<file path="src/rtl/fir_seq_ctrl_if.sv">
// rtl/fir_seq_ctrl_if.sv - sample-buffer and band-FIR sequencing bus for fir_seq_ctrl
interface fir_seq_ctrl_if #(
   parameter int AW = 10
);
   logic          smpl_vld;
   logic          clr_err;
   logic          wr_en;
   logic [AW-1:0] wr_addr;
   logic [AW-1:0] rd_addr;
   logic          sequencing;
   logic          filt_vld;
   logic          busy;
   logic          ovr_err;

   modport master (
      input  smpl_vld, clr_err,
      output wr_en, wr_addr, rd_addr, sequencing, filt_vld, busy, ovr_err
   );

   modport slave (
      output smpl_vld, clr_err,
      input  wr_en, wr_addr, rd_addr, sequencing, filt_vld, busy, ovr_err
   );
endinterface

</file>
<file path="src/rtl/fir_seq_ctrl.sv">
// rtl/fir_seq_ctrl.sv - circular-buffer sequencer for the band FIRs; SEQ_PEND_EN adds a one-deep pending window slot
module fir_seq_ctrl #(
   parameter int NUM_TAPS = 1021,
   parameter int AW       = 10
) (
   input  logic           clk,
   input  logic           rst,
   fir_seq_ctrl_if.master bus
);
   localparam int            DEPTH     = 2 ** AW;
   localparam int            KW        = $clog2(NUM_TAPS + 1);
   localparam logic [AW-1:0] TAPS_A    = AW'(NUM_TAPS % DEPTH);
   localparam logic [KW-1:0] K_LAST    = KW'(NUM_TAPS);
   localparam logic [KW-1:0] FILL_LAST = KW'(NUM_TAPS - 1);

   typedef enum logic [1:0] {FILL, IDLE, SEQ, DONE} state_t;

   state_t        state;
   logic [AW-1:0] wr_ptr;
   logic [AW-1:0] rd_addr;
   logic [KW-1:0] k;
   logic [KW-1:0] fill_cnt;
   logic          sequencing;
   logic          filt_vld;
   logic          busy;
   logic          ovr_err;
`ifdef SEQ_PEND_EN
   logic          pend_vld;
   logic [AW-1:0] base_pend;
`endif

   assign bus.wr_en      = bus.smpl_vld;
   assign bus.wr_addr    = wr_ptr;
   assign bus.rd_addr    = rd_addr;
   assign bus.sequencing = sequencing;
   assign bus.filt_vld   = filt_vld;
   assign bus.busy       = busy;
   assign bus.ovr_err    = ovr_err;

   always_ff @(posedge clk) begin
      if (rst) begin
         state      <= FILL;
         wr_ptr     <= '0;
         rd_addr    <= '0;
         k          <= '0;
         fill_cnt   <= '0;
         sequencing <= 1'b0;
         filt_vld   <= 1'b0;
         busy       <= 1'b0;
         ovr_err    <= 1'b0;
`ifdef SEQ_PEND_EN
         pend_vld   <= 1'b0;
         base_pend  <= '0;
`endif
      end else begin
         filt_vld <= 1'b0;
         if (bus.smpl_vld) wr_ptr <= wr_ptr + 1'b1;
         // Clear first so a coincident overrun below takes priority
         if (bus.clr_err) ovr_err <= 1'b0;

         case (state)
            FILL: begin
               if (bus.smpl_vld) begin
                  fill_cnt <= fill_cnt + 1'b1;
                  if (fill_cnt == FILL_LAST) begin
                     state      <= SEQ;
                     sequencing <= 1'b1;
                     busy       <= 1'b1;
                     k          <= '0;
                     rd_addr    <= wr_ptr - TAPS_A;
                  end
               end
            end

            IDLE: begin
               if (bus.smpl_vld) begin
                  state      <= SEQ;
                  sequencing <= 1'b1;
                  busy       <= 1'b1;
                  k          <= '0;
                  rd_addr    <= wr_ptr - TAPS_A;
               end
            end

            SEQ: begin
               if (k == K_LAST) begin
                  state      <= DONE;
                  sequencing <= 1'b0;
                  busy       <= 1'b0;
                  filt_vld   <= 1'b1;
               end else begin
                  k       <= k + 1'b1;
                  rd_addr <= rd_addr + 1'b1;
               end
`ifdef SEQ_PEND_EN
               if (bus.smpl_vld) begin
                  pend_vld  <= 1'b1;
                  base_pend <= wr_ptr;
                  if (pend_vld) ovr_err <= 1'b1;
               end
`else
               if (bus.smpl_vld) ovr_err <= 1'b1;
`endif
            end

            DONE: begin
`ifdef SEQ_PEND_EN
               // A sample landing in DONE is scheduled straight away, newest base wins
               if (bus.smpl_vld || pend_vld) begin
                  state      <= SEQ;
                  sequencing <= 1'b1;
                  busy       <= 1'b1;
                  k          <= '0;
                  rd_addr    <= (bus.smpl_vld ? wr_ptr : base_pend) - TAPS_A;
                  pend_vld   <= 1'b0;
                  if (bus.smpl_vld && pend_vld) ovr_err <= 1'b1;
               end else begin
                  state <= IDLE;
               end
`else
               if (bus.smpl_vld) ovr_err <= 1'b1;
               state <= IDLE;
`endif
            end

            default: state <= FILL;
         endcase
      end
   end
endmodule
</file>
<file path="src/flat_wrapper.sv">
// flat-port wrapper written by rule: the top's interface ports become plain ports
module fir_seq_ctrl_flat 
#(
   parameter int NUM_TAPS = 1021,
   parameter int AW       = 10
)
  (clk, rst, bus_smpl_vld, bus_clr_err, bus_wr_en, bus_wr_addr, bus_rd_addr, bus_sequencing, bus_filt_vld, bus_busy, bus_ovr_err);
  fir_seq_ctrl_if #(.AW(AW)) bus_i ();
  input  logic clk;
  input  logic rst;
  input wire logic [$bits(bus_i.smpl_vld)-1:0] bus_smpl_vld;
  input wire logic [$bits(bus_i.clr_err)-1:0] bus_clr_err;
  output wire logic [$bits(bus_i.wr_en)-1:0] bus_wr_en;
  output wire logic [$bits(bus_i.wr_addr)-1:0] bus_wr_addr;
  output wire logic [$bits(bus_i.rd_addr)-1:0] bus_rd_addr;
  output wire logic [$bits(bus_i.sequencing)-1:0] bus_sequencing;
  output wire logic [$bits(bus_i.filt_vld)-1:0] bus_filt_vld;
  output wire logic [$bits(bus_i.busy)-1:0] bus_busy;
  output wire logic [$bits(bus_i.ovr_err)-1:0] bus_ovr_err;
  assign bus_i.smpl_vld = bus_smpl_vld;
  assign bus_i.clr_err = bus_clr_err;
  assign bus_wr_en = bus_i.wr_en;
  assign bus_wr_addr = bus_i.wr_addr;
  assign bus_rd_addr = bus_i.rd_addr;
  assign bus_sequencing = bus_i.sequencing;
  assign bus_filt_vld = bus_i.filt_vld;
  assign bus_busy = bus_i.busy;
  assign bus_ovr_err = bus_i.ovr_err;
  fir_seq_ctrl #(.NUM_TAPS(NUM_TAPS), .AW(AW)) u_core (.clk(clk), .rst(rst), .bus(bus_i));
endmodule
</file>
<file path="config.mk">
export PLATFORM = sky130hd
export DESIGN_NAME = fir_seq_ctrl_flat
export DESIGN_NICKNAME = d
export VERILOG_FILES = /design/src/rtl/fir_seq_ctrl_if.sv /design/src/rtl/fir_seq_ctrl.sv /design/src/flat_wrapper.sv
export SDC_FILE = /design/constraint.sdc
export NUM_CORES = 1
export LEC_CHECK = 0
export CAP_MARGIN = 20
export CORE_ASPECT_RATIO = 1.1
export CORE_MARGIN = 4
export CORE_UTILIZATION = 25
export DETAILED_ROUTE_END_ITERATION = 8
export HOLD_SLACK_MARGIN = 0.05
export PLACE_DENSITY = 0.43
export REMOVE_ABC_BUFFERS = 1
export SETUP_SLACK_MARGIN = 0.05
export SYNTH_ARGS = -nofsm -noshare
export SYNTH_HDL_FRONTEND = slang
export SYNTH_SLANG_ARGS = --single-unit
</file>
<file path="constraint.sdc">
create_clock -name clk -period 4.9 [get_ports clk]
set_clock_uncertainty 0.15 [all_clocks]
set_input_delay 0.49 -clock clk [delete_from_list [all_inputs] [get_ports clk]]
set_output_delay 0.49 -clock clk [all_outputs]
set_load 0.005 [all_outputs]
</file>
**After elaboration in Yosys (flattened, before gate mapping)**

Index checks and enable logic that the tools add are counted.

- Equality and inequality tests: 10
- Add/subtract/negate cells: 5
- Mux-type cells: 24
- Bitwise logic cells: 1
- Reductions and logical operators: 8

Operators with widths:

| operator | number |
|---|---|
| $mux W10 | 8 |
| $pmux W10 S3 | 2 |
| $add A10 B1 Y10 const B | 4 |
| $eq A10 B10 Y1 const B | 2 |
| $reduce_and A5 Y1 | 2 |
| $sub A10 B10 Y10 const B | 1 |
| $mux W1 | 8 |
| $mux W2 | 4 |
| $pmux W2 S4 | 1 |
| $ne A2 B2 Y1 const B | 3 |
| $eq A2 B2 Y1 const B | 2 |
| $ne A2 B1 Y1 const B | 2 |
| $reduce_and A4 Y1 | 1 |
| $reduce_or A2 Y1 | 2 |
| $pmux W1 S3 | 1 |
| $reduce_bool A3 Y1 | 1 |
| $eq A2 B1 Y1 const B | 1 |
| $logic_not A2 Y1 | 1 |
| $reduce_and A2 Y1 | 1 |
| $not A1 Y1 | 1 |

- Output and inout bits: 25
- Logic and storage cells: 56
- Flip-flop bits (word level): 45
- Bits of input ports: 4

**Logic depth before layout (Yosys ltp)**

Gate-level depths: netlist of run 1.

- Word-level depth: 4
- Depth in mapped cells: 9
- Gate-level depth less buffers: 7

**Worst setup path after synthesis of run 1**

OpenSTA, ideal clock, no wires.

- Kind: input to register
- From: input bus_smpl_vld
- To: register u_core.rd_addr[1], in the netlist u_core.bus.rd_addr[1]
- Buffers on the path: 3
- Data required time: 4.621 ns
- Stages: 7
- Setup slack: 2.999 ns
- Library setup time: 0.129 ns
- Arrival time: 1.622 ns
- Path through: buf_2 -> nor2b_1 -> a21boi_4 -> buf_6 -> buf_6 -> a211oi_1 -> nor3_2

- Cells in the longest elaborated chain, start to end: 2
- Elaborated cells between the ends (all ways): 3
- Classes of those cells: eq/ne (2); reduce/logical (1)

Ends and longest elaborated chain:

| element | line | text |
|---|---|---|
| start: declaration | flat_wrapper.sv:11 | `input wire logic [$bits(bus_i.smpl_vld)-1:0] bus_smpl_vld;` |
| $ne A2 B2 Y1 (no source line) | -- |  |
| $reduce_and A5 Y1 (no source line) (*) | -- |  |
| end signal: assignment | fir_seq_ctrl.sv:70 | `rd_addr <= wr_ptr - TAPS_A;` |
| end signal: assignment | fir_seq_ctrl.sv:81 | `rd_addr <= wr_ptr - TAPS_A;` |
| end signal: assignment | fir_seq_ctrl.sv:93 | `rd_addr <= rd_addr + 1'b1;` |
| end: declaration | fir_seq_ctrl.sv:20 | `logic [AW-1:0] rd_addr;` |

Every way passes the cells marked *; elsewhere a longest branch is shown, timed or not.
A chain may end at the register's enable or synchronous reset.

**Worst setup path in the final report of run 1**

- From: input bus_smpl_vld
- To: output bus_wr_en

RTL lines:

| element | line | text |
|---|---|---|
| end: declaration | flat_wrapper.sv:13 | `output wire logic [$bits(bus_i.wr_en)-1:0] bus_wr_en;` |

No word-level cell between the ends.

==> metrics.log, run 1 <==
INFO  metric finalCriticalPeriod = 2.415 ns
INFO  metric synth_adder_area_share = 3.688%
INFO  metric place_congestion = 0.7324
INFO  metric fmaxAchievable = 0.4140 GHz
INFO  metric grt.overflow.total = 0
INFO  metric detailed_place_hpwl = 3995 um
INFO  metric worst_slew_margin_rel = 37.91%
INFO  metric syn-instance-count = 288
INFO  metric firstDrtPassIters = 4
INFO  metric synth-simple-area-share = 26.24%
INFO  metric final_nets = 319
INFO  metric start_util = 25.52%
INFO  metric synth_xor_xnor_area_share = 8.114%
INFO  metric finalCritPeriodShare = 49.29%
INFO  metric tritoncts = built
INFO  metric synth.yosys.seq_area_share = 37.93%
INFO  metric timing.critical_path.to_type = output port
INFO  metric post_synthesis_instance_area = 0.002375 mm^2
INFO  metric cts_hold_repair.buffers = 0
INFO  metric portion_of_synthesized_cell_area_occupied_by_the_leading_cell_type = 37.93%
INFO  metric switching_power = 0.0001503 W
INFO  metric die_height = 110.2 um
INFO  metric total_die_area = 0.01112 mm^2
INFO  metric yosysWarnings = 0
INFO  metric tot_gr_track_use = 11.08%
INFO  metric antenna_diode_count = 0
INFO  metric cp.required = 4.26 ns
INFO  metric worst_ep_arrival_time = 1.78 ns
INFO  metric dieWidth = 100.9 um
INFO  metric synth_largest_area_cell = sky130_fd_sc_hd__dfxtp_1
INFO  metric count_of_state_elements_after_synthesis = 45
INFO  metric post_drt_via_cell_ratio = 4.843
INFO  metric clock_slew_at_the_register_clock_pins_of_the_worst_setup_and_hold_paths = 0.08 ns
INFO  metric final_layout_size_suffix_gt1_share = 5.502%
INFO  metric cpMostUsedCell = sky130_fd_sc_hd__clkdlybuf4s50_1
INFO  metric final-hold-violation-count = 0
INFO  metric r2r_setup_slack = 2.49 ns
INFO  metric rsz0062_at_grt = false
INFO  metric initial_antenna_violation_count = 0
INFO  metric drtAntennaViolNets = 0
INFO  metric clkLatencyLatePin = 0.29 ns
INFO  metric clockBufferDepth = 2
INFO  metric synth_top_family_by_area = simple AND/OR/NAND/NOR gates
INFO  metric cp_cell_sequence = clkdlybuf4s50_1, clkdlybuf4s50_1
INFO  metric dr_total_vias = 2,063
INFO  metric p_int = 0.0005128 W
INFO  metric setup_ws = 2.485 ns
INFO  metric area_growth = 18.86%
INFO  metric timing_worst_slew_pin_value = 0.9251 ns
INFO  metric grt_pass1_wl = 9811 um
INFO  metric postCtsResizedCells = 0
INFO  metric run_status = complete, no violations
INFO  metric async_reset_ff_share = 0%
INFO  metric cts_inserted_buffers = 5
INFO  metric power.total = 0.0006631 W
INFO  metric first_global_vias = 1,993
INFO  metric synth_enable_flop_cells = 0
INFO  metric slowest_stage = sky130_fd_sc_hd__clkdlybuf4s50_1
INFO  metric min-delay-path-class = register to register
INFO  metric critical_path.max_stage_delay = 0.70 ns
INFO  metric power.static_leakage = 0.9530 nW
INFO  metric detail_route.wl_per_cell = 13.36 um
INFO  metric power.ir.vdd_worst = 0.09457 mV
INFO  metric setup_tns = 0 ns
INFO  metric worstSetupPathType = primary input to output port
INFO  metric cts_root_buffer = sky130_fd_sc_hd__clkbuf_8
INFO  metric worstPathMaxFanout = 11
INFO  metric max_cap_viol_count = 0
INFO  metric finalWirelength = 5693 um
INFO  metric seqPwrFrac = 56.4%
INFO  metric grt_max_degree = 39
INFO  metric detailedPlace.worstSlack = 2.182 ns
INFO  metric timing_max_transition_violations_final = 0
INFO  metric synth-compound-area-share = 17.91%
INFO  metric critPathBufInv = 2
INFO  metric cp_top_family = buffers and inverters
INFO  metric synth_cell_type_count = 48
INFO  metric ranking_of_synthesized_cells_by_instance_count = 45 x sky130_fd_sc_hd__dfxtp_1, 32 x sky130_fd_sc_hd__nor2_1, 24 x sky130_fd_sc_hd__a21oi_1
INFO  metric rows = 37
INFO  metric drt-initial-drc-count = 80
INFO  metric core_area = 0.009305 mm^2
INFO  metric synth_most_common_cell = sky130_fd_sc_hd__dfxtp_1
INFO  metric comb_power_share = 5.4%
INFO  metric synth.area.top_cells = sky130_fd_sc_hd__dfxtp_1 38%, sky130_fd_sc_hd__xor2_1 5.5%, sky130_fd_sc_hd__a21oi_1 5.1%
INFO  metric clock_sinks = 45
INFO  metric cts_max_level = 2
INFO  metric post-cts-setup-buffer-count = 0
INFO  metric clk_pwr_share = 38.2%
INFO  metric io_pins = 29
INFO  metric synth_area_per_cell = 8.246 um^2
INFO  metric drt_drc_violations_left = 0
INFO  metric muxShareOfSynthArea = 0.8430%
INFO  metric place.port_buffers = 28
INFO  metric nature_of_the_critical_path_startpoint = primary input
INFO  metric synth-main-ff-cell = sky130_fd_sc_hd__dfxtp_1
INFO  metric power_density = 234.9 mW/mm^2
INFO  metric power.switching_fraction = 22.67%
INFO  metric timing.final.setup_violations = 0
-- stage by stage --
stage	cells	hold slack, ns	cell area [um^2]	utilization, %
6_report	426	0.3279	2823	30.33
4_1_cts	426	0.3381	2823	30.33
3_5_place_dp	418	0.3202	2721	29.25
2_1_floorplan	272	0.2919	2287	-
5_1_grt	426	0.3534	2823	30.33
3_3_place_gp	418	0.3068	2721	29.25
-- per-layer routing --
metal / up-vias / GRT usage [%] / part of all wire, %
met5: - / 0 / 0
met4: 0 / 3.514 / 1.6
met3: 7 / 2.706 / 4.3
met2: 31 / 17.45 / 45
met1: 967 / 14.93 / 49
li1: 1058 / - / -
-- path summary, 6_finish.rpt --
check	startpoint	end	depth (start not counted)
worst min-delay path	u_core.bus.ovr_err	u_core.bus.ovr_err	2
worst min register to register	u_core.bus.ovr_err	u_core.bus.ovr_err	2
worst max-delay path	bus_smpl_vld	bus_wr_en	2
worst max register to register	u_core.state[1]	u_core.bus.rd_addr[5]	5
-- power by group through the flow --
stage               clock, W  combinational [W]  sequential (W)
global placement           0          0.0000361        0.000383
floorplan                  0          0.0000177        0.000382
detailed placement         0          0.0000360        0.000383
CTS                 0.000268          0.0000363        0.000375
global route        0.000281          0.0000411        0.000376
finish              0.000253          0.0000355        0.000374
-- cells by family (layout without fill, tap and decap cells) --
| family | Yosys count | count (layout) |
|---|---|---|
| and+or+nand+nor | 119 | 119 |
| AOI/OAI and AO/OA | 67 | 67 |
| adders and majority gates | 7 | 7 |
| buffers and inverters | 26 | 47 |
| DFF | 45 | 45 |
| xor gates and xnor gates | 22 | 22 |
| muxes | 2 | 2 |
-- sequential cells by signal, indices dropped and copies added (netlist names) --
signal               count
u_core.bus.rd_addr      10
u_core.bus.wr_addr      10
u_core.fill_cnt         10
u_core.k                10
u_core.state             2
u_core.bus.busy          1
u_core.bus.filt_vld      1
u_core.bus.ovr_err       1
-- cells in the final DEF, fill, tap and decap left out, types with 7 or more instances in the layout --
cell | synthesis | routed
sky130_fd_sc_hd__a21oi_1 | 24 | 24
sky130_fd_sc_hd__clkbuf_8 | 0 | 7
sky130_fd_sc_hd__clkdlybuf4s50_1 | 0 | 28
sky130_fd_sc_hd__dfxtp_1 | 45 | 45
sky130_fd_sc_hd__ha_1 | 7 | 7
sky130_fd_sc_hd__inv_1 | 10 | 10
sky130_fd_sc_hd__nand2_1 | 21 | 21
sky130_fd_sc_hd__nand3_1 | 12 | 12
sky130_fd_sc_hd__nand4_1 | 8 | 8
sky130_fd_sc_hd__nor2_1 | 32 | 32
sky130_fd_sc_hd__nor3_1 | 8 | 8
sky130_fd_sc_hd__o21ai_0 | 15 | 15
sky130_fd_sc_hd__xnor2_1 | 7 | 7
sky130_fd_sc_hd__xor2_1 | 15 | 15
-- final cells by class --
cell class / instances / area, um^2
sequential: 45 / 900.9
inverter: 10 / 37.54
timing repair buffer: 29 / 287.8
clock inverter: 1 / 5.005
multi-input combinational: 217 / 1349
fill: 1019 / 6482
clock buffer: 7 / 96.34
tap: 117 / 146.4
No activity file was read; power rests on OpenSTA's default activity.
==> run 2, diff against run 1 <==
--- a/config.mk
+++ b/config.mk
@@ -11,7 +11,7 @@
 export CORE_UTILIZATION = 25
 export DETAILED_ROUTE_END_ITERATION = 8
 export HOLD_SLACK_MARGIN = 0.05
-export PLACE_DENSITY = 0.43
+export PLACE_DENSITY = 0.45
 export REMOVE_ABC_BUFFERS = 1
 export SETUP_SLACK_MARGIN = 0.05
 export SYNTH_ARGS = -nofsm -noshare
==> constraint.sdc (replaced) <==
create_clock -name clk -period 2.1 [get_ports clk]
set_clock_uncertainty 0.15 [all_clocks]
set_input_delay 0.21 -clock clk [delete_from_list [all_inputs] [get_ports clk]]
set_output_delay 0.21 -clock clk [all_outputs]
set_load 0.005 [all_outputs]
==> run 2 against run 1 <==
- critical path depth grew 4
- global-route usage grew 0.35 points
- sequential cell count is the same
- critical path type is now primary input to register
- largest cell class unchanged
==> metrics.log, run 2 (same netlist as run 1, synthesis figures left out) <==
INFO  metric reg2reg_depth = 8 (+3)
INFO  metric first_global_vias = 2,013 (+1.0%)
INFO  metric power_density = 529.0 mW/mm^2 (+130%)
INFO  metric worstPathMaxFanout = 4 (-7)
INFO  metric rsz0062_at_grt = true
INFO  metric final_nets = 351 (+10%)
INFO  metric grt_pass1_wl = 10,120 um (+3.2%)
INFO  metric detailedPlace.worstSlack = 0.05560 ns (-2.126 ns)
INFO  metric worst_r2r_startpoint = u_core.k[1]
INFO  metric cts_root_buffer = sky130_fd_sc_hd__clkbuf_8
INFO  metric die_height = 110.2 um (unchanged)
INFO  metric tot_gr_track_use = 11.43% (+0.35 points)
INFO  metric initial_antenna_violation_count = 0 (unchanged)
INFO  metric nature_of_the_critical_path_startpoint = primary input
INFO  metric firstDrtPassIters = 4 (unchanged)
INFO  metric worst_ep_arrival_time = 2.08 ns (+0.30 ns)
INFO  metric met1_usage = 15.76% (+0.82 points)
INFO  metric run_status = complete, no violations
INFO  metric detailed_place_hpwl = 4340 um (+8.7%)
INFO  metric final-hold-violation-count = 0 (unchanged)
INFO  metric core_area = 0.009305 mm^2 (unchanged)
INFO  metric layout_common_cells = 42 x sky130_fd_sc_hd__dfxtp_1, 32 x sky130_fd_sc_hd__nor2_1, 30 x sky130_fd_sc_hd__buf_4
INFO  metric place_congestion = 0.7576 (+3.4%)
INFO  metric cts_max_level = 2 (unchanged)
INFO  metric worstSetupPathType = primary input to register
INFO  metric worstHoldPathCells = 2 (unchanged)
INFO  metric max_cap_viol_count = 0 (unchanged)
INFO  metric final_layout_size_suffix_gt1_share = 15.84% (+10 points)
INFO  metric post_drt_via_cell_ratio = 4.740 (-2.1%)
INFO  metric finalCriticalPeriod = 1.998 ns
INFO  metric clockBufferDepth = 2 (unchanged)
INFO  metric grt_use_met3 = 2.517% (-0.19 points)
INFO  metric cts_inserted_buffers = 5 (unchanged)
INFO  metric r2r_setup_slack = 0.10 ns (-2.39 ns)
INFO  metric total_die_area = 0.01112 mm^2 (unchanged)
INFO  metric grt.overflow.total = 0 (unchanged)
INFO  metric rows = 37 (unchanged)
INFO  metric place.port_buffers = 28 (unchanged)
INFO  metric dieWidth = 100.9 um (unchanged)
INFO  metric timing_max_transition_violations_final = 0 (unchanged)
INFO  metric clock_sinks = 45 (unchanged)
INFO  metric power.static_leakage = 1.132 nW (+19%)
INFO  metric layout_commonest_cell = sky130_fd_sc_hd__dfxtp_1
INFO  metric tritoncts = built
INFO  metric finalCritPeriodShare = 95.16%
INFO  metric grtUsageMet2 = 17.54% (+0.094 points)
INFO  metric worst_slew_margin_rel = 71.56% (+34 points)
INFO  metric globalRoute.busiestLayer = met2
INFO  metric timing_worst_slew_pin_value = 0.4266 ns (-0.4985 ns)
INFO  metric detail_route.wl_per_cell = 13.47 um (+0.76%)
INFO  metric crit-reg2reg-capture = u_core.bus.rd_addr[0]
INFO  metric drt_drc_violations_left = 0 (unchanged)
INFO  metric worst_hold_startpoint = u_core.bus.ovr_err
INFO  metric start_util = 25.52% (unchanged)
INFO  metric power.ir.vdd_worst = 0.3710 mV (+290%)
INFO  metric antenna_diode_count = 0 (unchanged)
INFO  metric drtAntennaViolNets = 0 (unchanged)
INFO  metric drt-initial-drc-count = 112 (+40%)
INFO  metric min-delay-path-class = register to register
INFO  metric whs = 0.3352 ns (+0.007391 ns)
INFO  metric cts_hold_repair.buffers = 0 (unchanged)
INFO  metric timing.critical_path.to_type = register
INFO  metric setup_tns = 0 ns (unchanged)
INFO  metric area_growth = 32.61%
INFO  metric clock_slew_at_the_register_clock_pins_of_the_worst_setup_and_hold_paths = 0.09 ns (about the same)
INFO  metric grt_max_degree = 38 (-2.6%)
INFO  metric fmaxAchievable = 0.5004 GHz
INFO  metric cp.required = 2.18 ns (-2.08 ns)
INFO  metric holdPathEnd = u_core.bus.ovr_err
INFO  metric dr_total_vias = 2,171 (+5.2%)
INFO  metric timing.final.setup_violations = 0 (unchanged)
INFO  metric clkLatencyLatePin = 0.30 ns (about the same)
INFO  metric io_pins = 29 (unchanged)
INFO  metric setup_ws = 0.1016 ns (-2.383 ns)
INFO  metric finalWirelength = 6167 um (+8.3%)
run 2: cell type report:
type | instances | area [um^2]
sequential | 45 | 904.6
fill | 991 | 6156
multi-input combinational | 218 | 1394
timing repair buffer | 60 | 550.5
clock buffer | 7 | 86.33
clock inverter | 1 | 30.03
tap | 117 | 146.4
inverter | 10 | 37.54
run 2: metal layers:
metal  vias up  wire, um
met1      1009      3067
met4         0       103
li1       1127         -
met2        27      2760
met5         -         0
met3         8       235
run 2: report_power, final:
part	internal (W)	switching, W
Sequential	0.000861	0.00000897
Combinational	0.0000493	0.0000527
Clock	0.000389	0.000305
run 2: metrics by stage:
stage	instances	area, um^2	utilization (%)	total power (W)
6_report	458	3149	33.84	0.001666
4_1_cts	451	3038	32.65	0.001689
3_5_place_dp	443	2922	31.40	0.0009937
3_3_place_gp	443	2922	31.40	0.0009930
2_1_floorplan	272	2287	-	0.0009324
5_1_grt	458	3149	33.84	0.001732
run 2: how the worst max path moves through the flow:
| stage | from | endpoint | slack [ns] | depth (start not counted) |
|---|---|---|---|---|
| after CTS | u_core.k[1] | u_core.bus.rd_addr[0] | 0.05 | 8 |
| after detailed placement | bus_smpl_vld | u_core.k[9] | 0.06 | 5 |
| after global placement | bus_smpl_vld | u_core.k[9] | 0.08 | 5 |
| after global routing | u_core.k[1] | u_core.bus.rd_addr[0] | 0.0007 | 8 |
| after floorplan | u_core.state[0] | u_core.k[5] | 0.09 | 5 |
| final | bus_smpl_vld | u_core.k[9] | 0.10 | 6 |
run 2: critical path, cell delays in order:
cell	delay [ns]
sky130_fd_sc_hd__clkdlybuf4s50_1	0.54
sky130_fd_sc_hd__nor2b_1	0.38
sky130_fd_sc_hd__a21boi_4	0.16
sky130_fd_sc_hd__buf_4	0.17
sky130_fd_sc_hd__or4_1	0.46
sky130_fd_sc_hd__a21oi_1	0.16
run 2: what timing repair did:
item | 4_1_cts | 5_1_grt
endpoints found under the setup margin | 0 | 7
setup buffers | 0 | 5
resized for setup | 0 | 9
